File: src/rtl/alu_seq_if.sv
// alu_seq_if: valid/ready operand and result bus for alu_seq
interface alu_seq_if #(parameter int WIDTH = 8);
  logic             in_valid;
  logic             in_ready;
  logic [WIDTH-1:0] a;
  logic [WIDTH-1:0] b;
  logic [2:0]       opcode;
  logic             cin;
  logic             out_valid;
  logic             out_ready;
  logic [WIDTH-1:0] result;
  logic             cout;
  logic             zero;
  logic             ovf;
  modport master (
    output in_valid, a, b, opcode, cin, out_ready,
    input  in_ready, out_valid, result, cout, zero, ovf
  );
  modport slave (
    input  in_valid, a, b, opcode, cin, out_ready,
    output in_ready, out_valid, result, cout, zero, ovf
  );
endinterface

File: src/rtl/alu_seq.sv
// alu_seq: registered WIDTH-bit ALU with valid/ready handshakes and a multi-cycle shift-add multiply
module alu_seq #(
  parameter int WIDTH = 8
) (
  input  logic       clk,
  input  logic       rst_n,
  alu_seq_if.slave   bus
);
  localparam int SW = $clog2(WIDTH);
  localparam int M  = WIDTH - 1;
  typedef enum logic [1:0] {IDLE, BUSY, DONE} state_t;
  state_t             state_q, state_d;
  logic [2*WIDTH-1:0] acc_q, acc_d, mcand_q, mcand_d, acc_step;
  logic [WIDTH-1:0]   mplier_q, mplier_d, result_q, result_d;
  logic [SW-1:0]      cnt_q, cnt_d, shamt;
  logic               cout_q, cout_d, zero_q, zero_d, ovf_q, ovf_d;
  logic [WIDTH:0]     sum_w, diff_w, alu_w;
  logic               alu_ovf, accept;
  assign shamt    = bus.b[SW-1:0];
  assign sum_w    = {1'b0, bus.a} + {1'b0, bus.b} + {{WIDTH{1'b0}}, bus.cin};
  assign diff_w   = {1'b0, bus.a} + {1'b0, ~bus.b} + {{WIDTH{1'b0}}, 1'b1};
  assign acc_step = mplier_q[0] ? acc_q + mcand_q : acc_q;
  assign bus.in_ready  = (state_q == IDLE) || (state_q == DONE && bus.out_ready);
  assign accept        = bus.in_valid && bus.in_ready;
  assign bus.out_valid = state_q == DONE;
  assign bus.result    = result_q;
  assign bus.cout      = cout_q;
  assign bus.zero      = zero_q;
  assign bus.ovf       = ovf_q;
  // single-cycle ops; MUL is handled by the BUSY sequencer
  always_comb begin
    alu_w   = '0;
    alu_ovf = 1'b0;
    case (bus.opcode)
      3'b000: begin
        alu_w   = sum_w;
        alu_ovf = (bus.a[M] == bus.b[M]) && (sum_w[M] != bus.a[M]);
      end
      3'b001: begin
        alu_w   = diff_w;
        alu_ovf = (bus.a[M] != bus.b[M]) && (diff_w[M] != bus.a[M]);
      end
      3'b010:  alu_w = {1'b0, bus.a & bus.b};
      3'b011:  alu_w = {1'b0, bus.a | bus.b};
      3'b100:  alu_w = {1'b0, bus.a ^ bus.b};
      3'b110:  alu_w = {1'b0, bus.a << shamt};
      3'b111:  alu_w = {1'b0, bus.a >> shamt};
      default: alu_w = '0;
    endcase
  end
  always_comb begin
    state_d  = state_q;
    acc_d    = acc_q;
    mcand_d  = mcand_q;
    mplier_d = mplier_q;
    cnt_d    = cnt_q;
    result_d = result_q;
    cout_d   = cout_q;
    zero_d   = zero_q;
    ovf_d    = ovf_q;
    case (state_q)
      BUSY: begin
        acc_d    = acc_step;
        mcand_d  = mcand_q << 1;
        mplier_d = mplier_q >> 1;
        cnt_d    = cnt_q + SW'(1);
        if (cnt_q == SW'(WIDTH - 1)) begin
          state_d  = DONE;
          result_d = acc_step[WIDTH-1:0];
          cout_d   = |acc_step[2*WIDTH-1:WIDTH];
          zero_d   = acc_step[WIDTH-1:0] == '0;
          ovf_d    = 1'b0;
        end
      end
      DONE:    state_d = bus.out_ready ? IDLE : DONE;
      default: state_d = IDLE;
    endcase
    // an accept in DONE overrides the return to IDLE, giving bubble-free back-to-back ops
    if (accept && bus.opcode == 3'b101) begin
      state_d  = BUSY;
      acc_d    = '0;
      mcand_d  = {{WIDTH{1'b0}}, bus.a};
      mplier_d = bus.b;
      cnt_d    = '0;
    end else if (accept) begin
      state_d  = DONE;
      result_d = alu_w[WIDTH-1:0];
      cout_d   = alu_w[WIDTH];
      zero_d   = alu_w[WIDTH-1:0] == '0;
      ovf_d    = alu_ovf;
    end
  end
  always_ff @(posedge clk) begin
    if (!rst_n) begin
      state_q  <= IDLE;
      acc_q    <= '0;
      mcand_q  <= '0;
      mplier_q <= '0;
      cnt_q    <= '0;
      result_q <= '0;
      cout_q   <= 1'b0;
      zero_q   <= 1'b0;
      ovf_q    <= 1'b0;
    end else begin
      state_q  <= state_d;
      acc_q    <= acc_d;
      mcand_q  <= mcand_d;
      mplier_q <= mplier_d;
      cnt_q    <= cnt_d;
      result_q <= result_d;
      cout_q   <= cout_d;
      zero_q   <= zero_d;
      ovf_q    <= ovf_d;
    end
  end
endmodule

File: src/flat_wrapper.sv
// flat-port wrapper written by rule: the top's interface ports become plain ports
module alu_seq_flat 
#(
  parameter int WIDTH = 8
)
  (clk, rst_n, bus_in_valid, bus_a, bus_b, bus_opcode, bus_cin, bus_out_ready, bus_in_ready, bus_out_valid, bus_result, bus_cout, bus_zero, bus_ovf);
  alu_seq_if #(.WIDTH(WIDTH)) bus_i ();
  input  logic clk;
  input  logic rst_n;
  input wire logic [$bits(bus_i.in_valid)-1:0] bus_in_valid;
  input wire logic [$bits(bus_i.a)-1:0] bus_a;
  input wire logic [$bits(bus_i.b)-1:0] bus_b;
  input wire logic [$bits(bus_i.opcode)-1:0] bus_opcode;
  input wire logic [$bits(bus_i.cin)-1:0] bus_cin;
  input wire logic [$bits(bus_i.out_ready)-1:0] bus_out_ready;
  output wire logic [$bits(bus_i.in_ready)-1:0] bus_in_ready;
  output wire logic [$bits(bus_i.out_valid)-1:0] bus_out_valid;
  output wire logic [$bits(bus_i.result)-1:0] bus_result;
  output wire logic [$bits(bus_i.cout)-1:0] bus_cout;
  output wire logic [$bits(bus_i.zero)-1:0] bus_zero;
  output wire logic [$bits(bus_i.ovf)-1:0] bus_ovf;
  assign bus_i.in_valid = bus_in_valid;
  assign bus_i.a = bus_a;
  assign bus_i.b = bus_b;
  assign bus_i.opcode = bus_opcode;
  assign bus_i.cin = bus_cin;
  assign bus_i.out_ready = bus_out_ready;
  assign bus_in_ready = bus_i.in_ready;
  assign bus_out_valid = bus_i.out_valid;
  assign bus_result = bus_i.result;
  assign bus_cout = bus_i.cout;
  assign bus_zero = bus_i.zero;
  assign bus_ovf = bus_i.ovf;
  alu_seq #(.WIDTH(WIDTH)) u_core (.clk(clk), .rst_n(rst_n), .bus(bus_i));
endmodule
File: config.mk
export PLATFORM = sky130hd
export DESIGN_NAME = alu_seq_flat
export DESIGN_NICKNAME = d
export VERILOG_FILES = /design/src/rtl/alu_seq_if.sv /design/src/rtl/alu_seq.sv /design/src/flat_wrapper.sv
export SDC_FILE = /design/constraint.sdc
export NUM_CORES = 1
export LEC_CHECK = 0
export BUFFER_PORTS_ARGS = -buffer_cell sky130_fd_sc_hd__buf_2
export CAP_MARGIN = 20
export CORE_AREA = 8 8 109 136
export DETAILED_ROUTE_END_ITERATION = 12
export DIE_AREA = 0 0 117 144
export PLACE_DENSITY_LB_ADDON = 0.08
export RECOVER_POWER = 25
export SLEW_MARGIN = 20
export SYNTH_ARGS = -nofsm -noshare
export SYNTH_HDL_FRONTEND = slang
export SYNTH_SLANG_ARGS = --single-unit
export TNS_END_PERCENT = 5
File: constraint.sdc
create_clock -name clk -period 3.95 [get_ports clk]
set_input_delay 0.79 -clock clk [delete_from_list [all_inputs] [get_ports clk]]
set_output_delay 0.79 -clock clk [all_outputs]
set_load 0.01 [all_outputs]
* Yosys cells after proc, flatten, opt, wreduce, memory -nomap -nowiden *
Cells that the tools add are included.

word-level totals
  output and inout port bits = 13
  latch bits = 0
  word-level logic and storage cells = 81
  RAM bits = 0
  flip-flop bits (word level) = 56
  ROM bits = 0
  memories = 0

cells by class
  reductions and logical operators = 13
  multipliers = 0
  $add $sub $neg = 6
  bitwise gates (word level) = 5
  multiplexer cells = 28
  eq/ne operators = 16
  div/mod/pow operators = 0
  $lt $le $gt $ge = 0
  shift operators = 2

operator list
  kind                                                    count
  two-way mux 8 bit                                       8
  case mux 9 bit (7 select lines)                         1
  adder 8 x 8 -> 9 bit                                    2
  adder 16 bit                                            1
  zero test 8 bit                                         2
  two-way mux 16 bit                                      1
  equality test 3 bit (second input constant)             5
  two-way mux 1 bit                                       13
  adder 9 x 1 -> 9 bit                                    1
  adder 9 x 1 -> 9 bit (second input constant)            1
  bitwise AND 8 bit                                       1
  inverter 8 bit                                          1
  OR 8 bit                                                1
  OR reduction 8 bit                                      1
  << shifter 8 x 3 -> 8 bit                               1
  right shift 8 x 3 -> 8 bit                              1
  XOR 8 bit                                               1
  equality test 3 x 2 -> 1 bit (second input constant)    2
  two-way mux 2 bit                                       3
  logical AND 1 bit                                       5
  inequality test 4 x 1 -> 1 bit (second input constant)  1
  case mux 2 bit (2 select lines)                         1
  adder 3 x 1 -> 3 bit (second input constant)            1
  equality test 3 x 1 -> 1 bit (second input constant)    1
  12 further kinds                                        14

* Longest topological paths before layout *
  depth after elaboration = 8
  depth in mapped cells = 12

* Least setup slack after synthesis *
Ideal clock, no wire load.

  kind = input-to-reg
  start point = in bus_b[1]
  end point = reg u_core.result_q[7] (netlist: u_core.bus.result[7])
  slack = 0.971 ns
  path buffers = 1
  data required time = 3.835 ns
  data arrival time = 2.865 ns
  stages = 11
  cell sequence = buf_2 -> inv_2 -> ha_1 -> a21o_1 -> a211oi_1 -> o21ai_0 -> a41o_1 -> a311o_1 -> nor2_1 -> nor2_1 -> o21a_1

between the ends
  cells in the longest elaborated chain, start to end = 6
  elaborated cells on any way between the ends = 10

RTL lines
  item                                 line                RTL
  start: declaration                   flat_wrapper.sv:12  input wire logic [$bits(bus_i.b)-1:0] bus_b;
  inverter 8 bit                       alu_seq.sv:21       assign diff_w = {1'b0, bus.a} + {1'b0, ~bus.b} + {{WIDTH{1'b0}}, 1'b1};
  adder 8 x 8 -> 9 bit                 alu_seq.sv:21
  adder 9 x 1 -> 9 bit                 alu_seq.sv:21
  case mux 9 bit (7 select lines) (*)  alu_seq.sv:34       case (bus.opcode)
  two-way mux 8 bit (*)                alu_seq.sv:85       end else if (accept) begin
  two-way mux 8 bit (*)                alu_seq.sv:79       if (accept && bus.opcode == 3'b101) begin
  end signal: assignment               alu_seq.sv:110      result_q <= result_d;
  end: declaration                     alu_seq.sv:14       logic [WIDTH-1:0] mplier_q, mplier_d, result_q, result_d;

Every way passes the cells marked *; elsewhere a longest branch is shown, timed or not.
A chain may end at the register's enable or synchronous reset.

* Final worst setup path *
  start point = in bus_b[1]
  end point = reg u_core.ovf_q (netlist: u_core.bus.ovf)

between the ends
  cells in the longest elaborated chain, start to end = 8
  elaborated cells on any way between the ends = 12

RTL lines
  item                                 line            RTL
  inverter 8 bit                       alu_seq.sv:21
  adder 8 x 8 -> 9 bit                 alu_seq.sv:21
  adder 9 x 1 -> 9 bit                 alu_seq.sv:21
  inequality test 1 bit                alu_seq.sv:41   alu_ovf = (bus.a[M] != bus.b[M]) && (diff_w[M] != bus.a[M]);
  logical AND 1 bit                    alu_seq.sv:41
  case mux 1 bit (2 select lines) (*)  alu_seq.sv:34
  two-way mux 1 bit (*)                alu_seq.sv:85
  two-way mux 1 bit (*)                alu_seq.sv:79
  end signal: assignment               alu_seq.sv:113  ovf_q <= ovf_d;
  end: declaration                     alu_seq.sv:16   logic cout_q, cout_d, zero_q, zero_d, ovf_q, ovf_d;

Marked as above.

==> impl_metrics.json <==
{
  "netSwitchingFraction_pct": 31.23,
  "post-dp-hpwl_mm": 11.16,
  "area_growth_pct": 8.033,
  "yosysTopAreaCell": "dfxtp_1",
  "cp-start-kind": "input port",
  "r2r_end": "u_core.bus.cout",
  "clk_latency_ps": 300,
  "grt_use_met3_pct": 1.630,
  "maxCapViolations": 0,
  "synth_top_area_share_pct": 22.56,
  "antennaDiodeCount": 0,
  "vias_per_cell": 5.645,
  "place_congestion": 0.8992,
  "cp.buffers_inverters": 2,
  "routedWlPerCell_um": 18.28,
  "whs_path_depth": 2,
  "track_usage_pct": 17.82,
  "period_needed_ps": 3215,
  "critPathKind": "input port to flop",
  "grt_pass1_wl_mm": 23.58,
  "io_buffers": 36,
  "dr.pass1.iters": 6,
  "synth_most_common_cell": "nor2_1",
  "die_w_um": 117,
  "placed_cells_incl_taps": 784,
  "drtIter0Drc": 233,
  "fin_util_pct": 41.87,
  "wl_mm": 14.48,
  "drv_slew": 0,
  "rsz0062_at_grt": "false",
  "n_fill_cell": 1413,
  "fin_crit_sh_pct": 81.38,
  "path_cells": "buf_2, inv_2, ha_1, o21ba_2, o21ai_1, a2111oi_0, a211oi_1, xnor2_1, a22oi_1, or3_1, a21boi_1",
  "ys_ff_latch": 56,
  "worstPathMaxFanout": 19,
  "p_per_area_nw_per_um2": 261.8,
  "syn_nets": 684,
  "pwr-share-clk_pct": 33.6,
  "stdcell_count": 792,
  "die_h_um": 144,
  "r2r_setup_slack_ps": 1060,
  "synth_edf_count": 0,
  "hold_path.class": "flop to flop",
  "ant_nets": 0,
  "yosys-top-cells-count": "nor2_1 (68), dfxtp_1 (56), nand2_1 (51)",
  "finalHoldViolCount": 0,
  "start_util_pct": 38.76,
  "top_usage_layer": "met2",
  "min_from": "u_core.bus.ovf",
  "power_frac_comb_pct": 24.2,
  "power_frac_seq_pct": 42.2,
  "p_leak_uw": 0.002274,
  "fin_skew_ps": 5.565,
  "ios": 37,
  "avgSynthCellArea_um2": 8.145,
  "r2r-start": "u_core.mcand_q[0]",
  "die_area_um2": 16850,
  "hold_ws_ps": 481.8,
  "drive_gt1_share_pct": 10.31,
  "async_reset_ff_share_pct": 0,
  "worst_slack_ps": 735.5,
  "place_ws_ps": 460.2,
  "vdd_drop_max_uv": 160.9,
  "grt_max_degree": 55,
  "switchingPower_uw": 438.9,
  "cts_sinks": 56,
  "clk_pin_slew_worst_paths_ps": 70,
  "yosys.cell_types.count": 75,
  "setup_viol": 0,
  "vias": 4471,
  "required_ps": 4190,
  "synth_flop_cell": "dfxtp_1",
  "core_um2": 12820,
  "drc": 0,
  "row_count": 47,
  "cts_made_buffers": 5,
  "cts-htree-levels": 2,
  "gr-usage-met2_pct": 32.28,
  "max_freq_mhz": 311.1,
  "cts_setup_buffers": 0,
  "hold_end": "u_core.bus.ovf",
  "synth_warnings": 0,
  "ys_seq_area_share_pct": 22.56,
  "clock_path_buffers": 2,
  "worstSetupEndpointType": "flop",
  "internal_power_uw": 966.6,
  "cts.root.buffer_cell": "clkbuf_16",
  "slowest_delay_ps": 510,
  "cts_tree": "built",
  "ff2ff_path_depth": 10,
  "cp_data_arrival_time_ps": 3450,
  "relSlewSlack_pct": 3.124,
  "critical-path-top-delay-family": "compound AO/OA/AOI/OAI gates",
  "cp_slowest_cell": "a211oi_1",
  "grt_pass1_vias": 4558,
  "antenna_found_initial": 0,
  "syn_inst": 610,
  "cts_resized": 0,
  "tightest_slew_ps": 1453,
  "nets": 694,
  "netlist_area_um2": 4969,
  "finalSetupTns_ps": 0,
  "synthTopCellsByArea": "dfxtp_1 (23%), ha_1 (12%), mux2i_1 (8.3%)",
  "grt-ovfl-total": 0,
  "outcome": "complete, no violations",
  "cts_hold_buf": 0,
  "use_met1_pct": 20.32
}
power by group through the flow:
| stage | Clock, uW | Sequential (uW) | Combinational, uW |
|---|---|---|---|
| detailed placement | 0 | 607 | 340 |
| CTS | 490 | 593 | 342 |
| global route | 512 | 596 | 374 |
| global placement | 0 | 607 | 340 |
| finish | 472 | 593 | 340 |
| floorplan | 0 | 606 | 236 |
final cells by class:
class	count	area [um^2]	share of cell area [%]
Tap cell	171	214.0	3.986
Inverter	29	108.9	2.028
Multi-Input combinational cell	487	3572	66.55
Sequential cell	56	1121	20.89
Clock buffer	6	138.9	2.587
Clock inverter	2	13.76	0.2564
Timing Repair Buffer	41	198.9	3.706
worst reg2reg max path, cell delays in order, from the launching register on:
cell and delay [ps]:
dfxtp_1 330, ha_1 260, fa_1 450, a211oi_2 310, o21ai_1 140, a31o_2 290, nand3_2 90, nand2_1 70
xor2_1 140, mux2_2 290, o41a_1 400
through the flow:
| step | power, uW | instance area (um^2) |
|---|---|---|
| floorplan | 841.5 | 4969 |
| global placement | 946.2 | 5239 |
| detailed placement | 946.3 | 5239 |
| CTS | 1425 | 5391 |
| global route | 1482 | 5368 |
| finish | 1406 | 5368 |
metal layers:
| metal | wire length, um | vias up |
|---|---|---|
| met4 | 614 | 0 |
| met5 | 0 | - |
| met1 | 6067 | 2101 |
| met2 | 7404 | 104 |
| li1 | - | 2233 |
| met3 | 394 | 33 |
how the worst max path moves through the flow:
| stage | from | end | slack (ps) | cells after the start |
|---|---|---|---|---|
| detailed placement | bus_b[1] | u_core.bus.ovf | 460 | 11 |
| global placement | bus_b[1] | u_core.bus.result[7] | 500 | 11 |
| finish | bus_b[1] | u_core.bus.ovf | 740 | 11 |
| CTS | bus_b[1] | u_core.bus.ovf | 770 | 11 |
| global route | bus_b[1] | u_core.bus.zero | 550 | 11 |
| floorplan | bus_b[1] | u_core.bus.result[7] | 970 | 11 |
logic make-up (layout without fill, tap and decap cells):
kind of cell	after synthesis	in the layout	synth area share, %
fa+ha+maj	50	50	13.20
buf+inv	67	78	5.490
simple gates	190	190	18.06
flops	56	56	22.56
compound gates	178	178	25.61
mux	50	50	11.73
xor+xnor	19	19	3.349
layout by cell type, fill, tap and decap left out, types with 10 or more instances in the layout:
master	count
o21a_1	11
a21oi_1	32
o21ai_0	30
o211ai_1	11
a211oi_1	21
mux2i_1	41
buf_2	24
dfxtp_1	56
inv_1	26
nand3_1	10
nor2_1	68
nand2_1	51
xnor2_1	11
nor3_1	10
clkbuf_1	13
o211a_1	14
ha_1	45
registers in the layout (all words and copies together) (netlist names):
signal	count
u_core.mcand_q	16
u_core.bus.cout	1
u_core.state_q	2
u_core.acc_q	16
u_core.bus.result	8
u_core.cnt_q	3
u_core.bus.zero	1
u_core.mplier_q	8
u_core.bus.ovf	1
(Power assumes the default switching activity.)
